$ cat config.mk
export PLATFORM = sky130hd
export DESIGN_NAME = uart_transmitter
export DESIGN_NICKNAME = d
export VERILOG_FILES = /design/src/rtl/uart_transmitter.sv
export SDC_FILE = /design/constraint.sdc
export NUM_CORES = 1
export LEC_CHECK = 0
export ABC_AREA = 1
export CORE_ASPECT_RATIO = 0.9
export CORE_MARGIN = 4
export CORE_UTILIZATION = 55
export DETAILED_ROUTE_END_ITERATION = 16
export HOLD_SLACK_MARGIN = 0.03
export PLACE_DENSITY = 0.77
export SLEW_MARGIN = 40
export SYNTH_ARGS = -nofsm -noshare
export SYNTH_HDL_FRONTEND = slang
export SYNTH_SLANG_ARGS = --single-unit
$ cat constraint.sdc
create_clock -name clk -period 4.26 [get_ports clk]
set_input_delay 0.852 -clock clk [delete_from_list [all_inputs] [get_ports clk]]
set_output_delay 0.852 -clock clk [all_outputs]
set_load 0.01 [all_outputs]
$ cat src/rtl/uart_transmitter.sv
// 8N1 UART transmitter: start bit, 8 data bits LSB first, stop bit.
// Define UART_TX_PARITY_EN to insert an even-parity bit before the stop bit.
module uart_transmitter #(
    parameter int unsigned CLK_PER_BIT = 868
) (
    input  logic       clk,
    input  logic       reset,
    input  logic [7:0] data,
    input  logic       ok,
    output logic       busy,
    output logic       txd
);

    localparam int unsigned CNT_W = $clog2(CLK_PER_BIT);
    localparam logic [CNT_W-1:0] CNT_LAST = CNT_W'(CLK_PER_BIT - 1);

`ifdef UART_TX_PARITY_EN
    typedef enum logic [2:0] {StIdle, StStart, StData, StParity, StStop} state_t;
`else
    typedef enum logic [1:0] {StIdle, StStart, StData, StStop} state_t;
`endif

    state_t           state;
    logic [CNT_W-1:0] cnt;
    logic [2:0]       idx;
    logic [7:0]       shreg;
`ifdef UART_TX_PARITY_EN
    logic             parity;
`endif

    logic bit_end;
    assign bit_end = (cnt == CNT_LAST);

    always_ff @(posedge clk or posedge reset) begin
        if (reset) begin
            state  <= StIdle;
            cnt    <= '0;
            idx    <= '0;
            shreg  <= '0;
            busy   <= 1'b0;
            txd    <= 1'b1;
`ifdef UART_TX_PARITY_EN
            parity <= 1'b0;
`endif
        end else if (state == StIdle) begin
            // txd drops on the accepting edge itself, so the start bit has zero latency
            if (ok) begin
                shreg  <= data;
                state  <= StStart;
                busy   <= 1'b1;
                txd    <= 1'b0;
                cnt    <= '0;
                idx    <= '0;
`ifdef UART_TX_PARITY_EN
                parity <= ^data;
`endif
            end
        end else begin
            cnt <= bit_end ? '0 : cnt + CNT_W'(1);
            if (bit_end) begin
                case (state)
                    StStart: begin
                        state <= StData;
                        txd   <= shreg[0];
                        shreg <= shreg >> 1;
                        idx   <= '0;
                    end
                    StData: begin
                        if (idx == 3'd7) begin
`ifdef UART_TX_PARITY_EN
                            state <= StParity;
                            txd   <= parity;
`else
                            state <= StStop;
                            txd   <= 1'b1;
`endif
                        end else begin
                            idx   <= idx + 3'd1;
                            txd   <= shreg[0];
                            shreg <= shreg >> 1;
                        end
                    end
`ifdef UART_TX_PARITY_EN
                    StParity: begin
                        state <= StStop;
                        txd   <= 1'b1;
                    end
`endif
                    StStop: begin
                        state <= StIdle;
                        busy  <= 1'b0;
                        txd   <= 1'b1;
                    end
                    default: begin
                        state <= StIdle;
                        busy  <= 1'b0;
                        txd   <= 1'b1;
                    end
                endcase
            end
        end
    end

endmodule

# Yosys cells after proc, flatten, opt, wreduce, memory -nomap -nowiden
# Index checks and enable logic that the tools add are counted.
# W data, S select, Z words.
[op_classes]
add_sub_neg = 2
mux = 27
eq_ne = 8
n_reduce_logical = 8
[ops]
columns = ["op", "n"]
rows = [
  ["$mux W8", 4],
  ["$mux W10", 3],
  ["$pmux W8 S2", 1],
  ["$mux W3", 4],
  ["$add A10 B1 Y10 const B", 1],
  ["$eq A10 B10 Y1 const B", 1],
  ["$mux W1", 8],
  ["$mux W2", 4],
  ["$ne A3 B3 Y1 const B", 2],
  ["$pmux W3 S2", 1],
  ["$reduce_and A3 Y1", 2],
  ["$pmux W2 S2", 1],
  ["$reduce_and A4 Y1", 1],
  ["$add A3 B1 Y3 const B", 1],
  ["$eq A3 B3 Y1 const B", 1],
  ["$reduce_bool A3 Y1", 1],
  ["$eq A2 B1 Y1 const B", 1],
  ["$eq A2 B2 Y1 const B", 1],
  ["$logic_not A2 Y1", 1],
  ["$ne A2 B1 Y1 const B", 1],
  ["$ne A2 B2 Y1 const B", 1],
  ["$pmux W1 S2", 1],
  ["$reduce_and A2 Y1", 1],
  ["$reduce_bool A2 Y1", 1],
  ["$reduce_or A2 Y1", 1],
]
[word_totals]
word_cells = 51
reg_bits = 25
output_inout_bits = 2

# Longest topological paths before layout
[depth]
ltp_word = 5
depth_mapped = 10
ltp_nobuf = 9

# Least setup slack after synthesis
# Ideal clock, no wire load.
[synth_path]
path_kind = "in2reg"
start = "in ok"
end = "reg state[1]"
path_buffers = 1
t_required_ns = 4.143
t_arrival_ns = 1.357
slack_ns = 2.786
cell_stages = 5
cell_sequence = "nor2_4 -> inv_2 -> buf_2 -> nand4_1 -> nand2_1"
[synth_via]
elab_chain_len = 2
[synth_lines]
columns = ["item", "line_no", "rtl"]
rows = [
  ["start: declaration", "9", "input logic ok,"],
  ["$ne A2 B2 Y1 (no line)", "-", ""],
  ["$reduce_and A3 Y1 (no line)", "-", ""],
  ["end signal: assignment", "36", "state <= StIdle;"],
  ["end signal: assignment", "49", "state <= StStart;"],
  ["end signal: assignment", "63", "state <= StData;"],
  ["end: declaration", "23", "state_t state;"],
]
# Every way passes these cells.
# A chain may end at the register's enable or synchronous reset.

# Final worst setup path
[layout_path]
start = "reg state[0]"
end = "reg shreg[7]"
[layout_via]
elab_chain_len = 4
[layout_lines]
columns = ["item", "line_no", "rtl"]
rows = [
  ["$eq A2 B2 Y1 / $eq A2 B1 Y1 (equally long branches)", "61", "case (state)"],
  ["$pmux W8 S2", "61", ""],
  ["$mux W8", "60", "if (bit_end) begin"],
  ["$mux W8", "45", "end else if (state == StIdle) begin"],
  ["end signal: assignment", "48", "shreg <= data;"],
  ["end signal: assignment", "65", "shreg <= shreg >> 1;"],
  ["end signal: assignment", "80", "shreg <= shreg >> 1;"],
  ["end: declaration", "26", "logic [7:0] shreg;"],
]
# Parallel ways exist; a longest one is shown, timed or not. The select of a mux whose other input is x is not followed.

==> run_summary.xml <==
<?xml version="1.0" encoding="UTF-8"?>
<metrics>
  <group name="outcome">
    <metric name="run_status" unit="">finished, final reports clean</metric>
  </group>
  <group name="drt">
    <metric name="drtAntennaViolNets" unit="">0</metric>
    <metric name="initialDrtViolationCount" unit="">42</metric>
    <metric name="drt-vias-per-instance" unit="">5.47</metric>
    <metric name="route.detailed.wl_per_inst" unit="um">12.8</metric>
    <metric name="drt_pre_antenna_iters" unit="">4</metric>
    <metric name="route.vias.total" unit="">1248</metric>
    <metric name="finalWirelength" unit="um">2930</metric>
    <metric name="drcViolationCount" unit="">0</metric>
  </group>
  <group name="timing">
    <metric name="timing.setup.tns" unit="ns">0</metric>
    <metric name="worst_pin_slew" unit="ns">0.527</metric>
    <metric name="final-setup-viol-count" unit="">0</metric>
    <metric name="grt_setup_unrepaired" unit="">false</metric>
    <metric name="fmax" unit="MHz">434</metric>
    <metric name="final_hold_viol_count" unit="">0</metric>
    <metric name="max-slew-margin-rel" unit="%">64.8</metric>
    <metric name="period_needed" unit="ns">2.30</metric>
    <metric name="finClkSkew" unit="ns">0.00477</metric>
    <metric name="final_min_period_over_clock_period" unit="%">54.1</metric>
    <metric name="final_max_slew_viol_count" unit="">0</metric>
  </group>
  <group name="worst_setup_path">
    <metric name="timing.critical_path.to_type" unit="">register</metric>
    <metric name="worst-endpoint-required" unit="ns">4.49</metric>
    <metric name="setup.worst_path.class" unit="">register to register</metric>
    <metric name="cp.arrival" unit="ns">2.53</metric>
    <metric name="r2r-end" unit="">shreg[7]</metric>
    <metric name="worstSetupStartpointType" unit="">register</metric>
    <metric name="reg2reg_setup_slack" unit="ns">1.96</metric>
    <metric name="worst_r2r_startpoint" unit="">state[0]</metric>
    <metric name="ff2ff_path_depth" unit="">7</metric>
    <metric name="cp_max_fo" unit="">22</metric>
  </group>
  <group name="logic_synthesis">
    <metric name="mappedNetlistArea" unit="sq um">1490</metric>
    <metric name="mappedNetlistNets" unit="">210</metric>
    <metric name="synth_seq_area_share" unit="%">42.2</metric>
    <metric name="synth_compound_area_share" unit="%">4.89</metric>
    <metric name="synth_adder_area_share" unit="%">5.90</metric>
    <metric name="postSynthCellCount" unit="">192</metric>
    <metric name="yosysUniqueCellTypes" unit="">23</metric>
    <metric name="main_combinational_cell_family_by_area_after_synthesis" unit="">simple AND/OR/NAND/NOR gates</metric>
    <metric name="yosysWarnings" unit="">0</metric>
    <metric name="post_synth_xor_area_fraction" unit="%">2.95</metric>
    <metric name="synth_mux_area_share" unit="%">0</metric>
    <metric name="post_synth_and_or_nand_nor_area_fraction" unit="%">35.8</metric>
    <metric name="synth-seq-cells" unit="">25</metric>
    <metric name="postSynthAreaPerCell" unit="sq um">7.74</metric>
    <metric name="synth_edf_count" unit="">0</metric>
    <metric name="ys_async_sr_fraction" unit="%">100</metric>
    <metric name="ys_dominant_reg_cell" unit="">sky130_fd_sc_hd__dfrtp_1</metric>
  </group>
  <group name="global_routing">
    <metric name="grt_overflow" unit="">0</metric>
    <metric name="grt_max_degree" unit="">26</metric>
    <metric name="wire_length_of_the_first_global_routing_pass" unit="um">5260</metric>
    <metric name="grt_usage" unit="%">18.2</metric>
    <metric name="grt_antenna_before_repair" unit="">0</metric>
    <metric name="first_global_vias" unit="">1219</metric>
  </group>
  <group name="die">
    <metric name="core_area" unit="sq um">2510</metric>
    <metric name="die_w" unit="um">62.8</metric>
    <metric name="floorplan.die_area" unit="sq um">3600</metric>
    <metric name="placement_rows" unit="">17</metric>
    <metric name="ioPinCount" unit="">13</metric>
    <metric name="die_height" unit="um">57.3</metric>
    <metric name="start_util" unit="%">59.2</metric>
  </group>
  <group name="clocking">
    <metric name="worst_setup_hold_path_clk_slew" unit="ns">0.15</metric>
    <metric name="count_of_cells_resized_by_post_cts_repair" unit="">0</metric>
    <metric name="ctsHtreeMaxLevel" unit="">1</metric>
    <metric name="post-cts-setup-buffer-count" unit="">0</metric>
    <metric name="hold_buffers" unit="">0</metric>
    <metric name="cts_num_sinks" unit="">25</metric>
    <metric name="cts_buffers" unit="">3</metric>
    <metric name="tritoncts" unit="">yes</metric>
    <metric name="ctsRootBufferMaster" unit="">sky130_fd_sc_hd__clkbuf_4</metric>
    <metric name="clk_latency" unit="ns">0.33</metric>
    <metric name="cts-root-to-sink-buffers" unit="">2</metric>
  </group>
  <group name="place">
    <metric name="gp_congestion" unit="">0.859</metric>
    <metric name="detailed_place_hpwl" unit="um">2000</metric>
    <metric name="buffer_ports.inserted" unit="">12</metric>
    <metric name="placedCellCount" unit="">224</metric>
  </group>
  <group name="power_and_ir_drop">
    <metric name="power_density" unit="nW/um^2">596</metric>
    <metric name="leakage" unit="uW">0.000814</metric>
    <metric name="vdd_drop_max" unit="uV">355</metric>
  </group>
  <group name="hold_path">
    <metric name="worst_hold_startpoint" unit="">idx[1]</metric>
    <metric name="hp-class" unit="">register to register</metric>
    <metric name="hold_end" unit="">idx[1]</metric>
    <metric name="min_path_cells" unit="">2</metric>
  </group>
  <group name="run">
    <metric name="cap_violations" unit="">0</metric>
  </group>
  <group name="finish">
    <metric name="instances_no_fill" unit="">228</metric>
    <metric name="antenna-diode-count" unit="">0</metric>
    <metric name="flow.area_growth_from_synthesis" unit="%">8.76</metric>
    <metric name="finalCoreUtilization" unit="%">64.4</metric>
    <metric name="post_route_cells_drive_above_1_share" unit="%">9.00</metric>
    <metric name="final_nets" unit="">219</metric>
  </group>
</metrics>
## per-stage QoR
| step | cell area [sq um] | hold WS [ns] | power (uW) | setup slack, ns |
|---|---|---|---|---|
| after CTS | 1620 | 0.492 | 965 | 1.97 |
| after detailed placement | 1590 | 0.460 | 849 | 1.89 |
| final | 1620 | 0.493 | 963 | 1.96 |
| after global placement | 1590 | 0.454 | 829 | 1.92 |
| after global routing | 1620 | 0.506 | 1060 | 1.74 |
| after floorplan | 1490 | 0.436 | 769 | 2.79 |
## cells in the mapped netlist (2+ instances only)
library cell / number / share of area, %
sky130_fd_sc_hd__nand3_1: 8 / 2.7
sky130_fd_sc_hd__o21ai_0: 6 / 2.0
sky130_fd_sc_hd__xnor2_1: 2 / 1.2
sky130_fd_sc_hd__o22ai_1: 3 / 1.3
sky130_fd_sc_hd__buf_6: 2 / 1.5
sky130_fd_sc_hd__nand3_2: 3 / 2.0
sky130_fd_sc_hd__ha_1: 7 / 5.9
sky130_fd_sc_hd__nand2_1: 77 / 19
sky130_fd_sc_hd__nand2_2: 3 / 1.3
sky130_fd_sc_hd__dfrtp_1: 24 / 40
sky130_fd_sc_hd__inv_2: 3 / 0.76
sky130_fd_sc_hd__buf_2: 5 / 1.7
sky130_fd_sc_hd__xor2_1: 3 / 1.8
sky130_fd_sc_hd__nand4_1: 16 / 6.7
sky130_fd_sc_hd__nor2_1: 7 / 1.8
sky130_fd_sc_hd__nor2_4: 2 / 1.5
sky130_fd_sc_hd__inv_1: 15 / 3.8
## worst max-delay path by stage
stage	startpoint	endpoint	slack [ns]	cells after the start
4_1_cts	txd	txd	1.97	1
6_report	state[0]	shreg[7]	1.96	7
2_1_floorplan	ok	state[1]	2.79	5
3_3_place_gp	ok	shreg[7]	1.92	6
5_1_grt	state[0]	shreg[7]	1.74	7
3_5_place_dp	ok	shreg[5]	1.89	6
## cells in the final DEF, fill, tap and decap left out, drive strengths merged
master	synthesis	final
nor3	1	1
ha	7	7
clkinvlp	0	1
nand3	11	11
nand2	80	80
inv	18	18
clkdlybuf4s50	0	12
o22ai	3	3
dfstp	1	1
nand4	16	16
clkbuf	0	3
nor2	9	9
o21ai	7	7
o211ai	1	1
dfrtp	24	24
o21bai	1	1
xor2	3	3
xnor2	2	2
## layout make-up
cell class              instances  area, sq um
fillers                       216          895
inverters                      18         67.6
clock buffers                   3         22.5
clock inverters                 1         7.51
repair buffers                 12          120
multi-input cells             141          736
flip-flops and latches         25          627
well taps                      28         35.0
## logic make-up after synthesis
| group | count (synthesis) |
|---|---|
| AO/OA/AOI/OAI | 12 |
| XOR/XNOR | 5 |
| adder cells (fa/ha/maj) | 7 |
| buffers and inverters | 26 |
| flip-flops | 25 |
| AND/OR/NAND/NOR | 117 |
## registers in the layout (all words and copies together), names as in the netlist
name   count
shreg      8
txd        1
idx        3
busy       1
state      2
cnt       10
## power by group
part | internal, uW | total [uW] | switching (uW)
registers | 312 | 370 | 57.3
clock network | 35.9 | 112 | 76.5
logic | 160 | 481 | 322
total | 508 | 963 | 456
## critical path, stage by stage, from the launching register on
cell and delay, ns:
sky130_fd_sc_hd__dfrtp_1 0.44, sky130_fd_sc_hd__inv_1 0.09, sky130_fd_sc_hd__ha_1 0.49, sky130_fd_sc_hd__inv_2 0.26
sky130_fd_sc_hd__nand2_2 0.41, sky130_fd_sc_hd__nand3_2 0.31, sky130_fd_sc_hd__nand2_1 0.13, sky130_fd_sc_hd__nand2_1 0.06
## metal layers
| layer | GRT usage (%) | part of all wire, % | up-vias |
|---|---|---|---|
| li1 | - | - | 632 |
| met1 | 23.1 | 48 | 571 |
| met2 | 30.7 | 44 | 41 |
| met3 | 4.72 | 6.5 | 4 |
| met4 | 5.97 | 1.4 | 0 |
| met5 | 0 | 0 | - |
No activity file was read; power rests on OpenSTA's default activity.
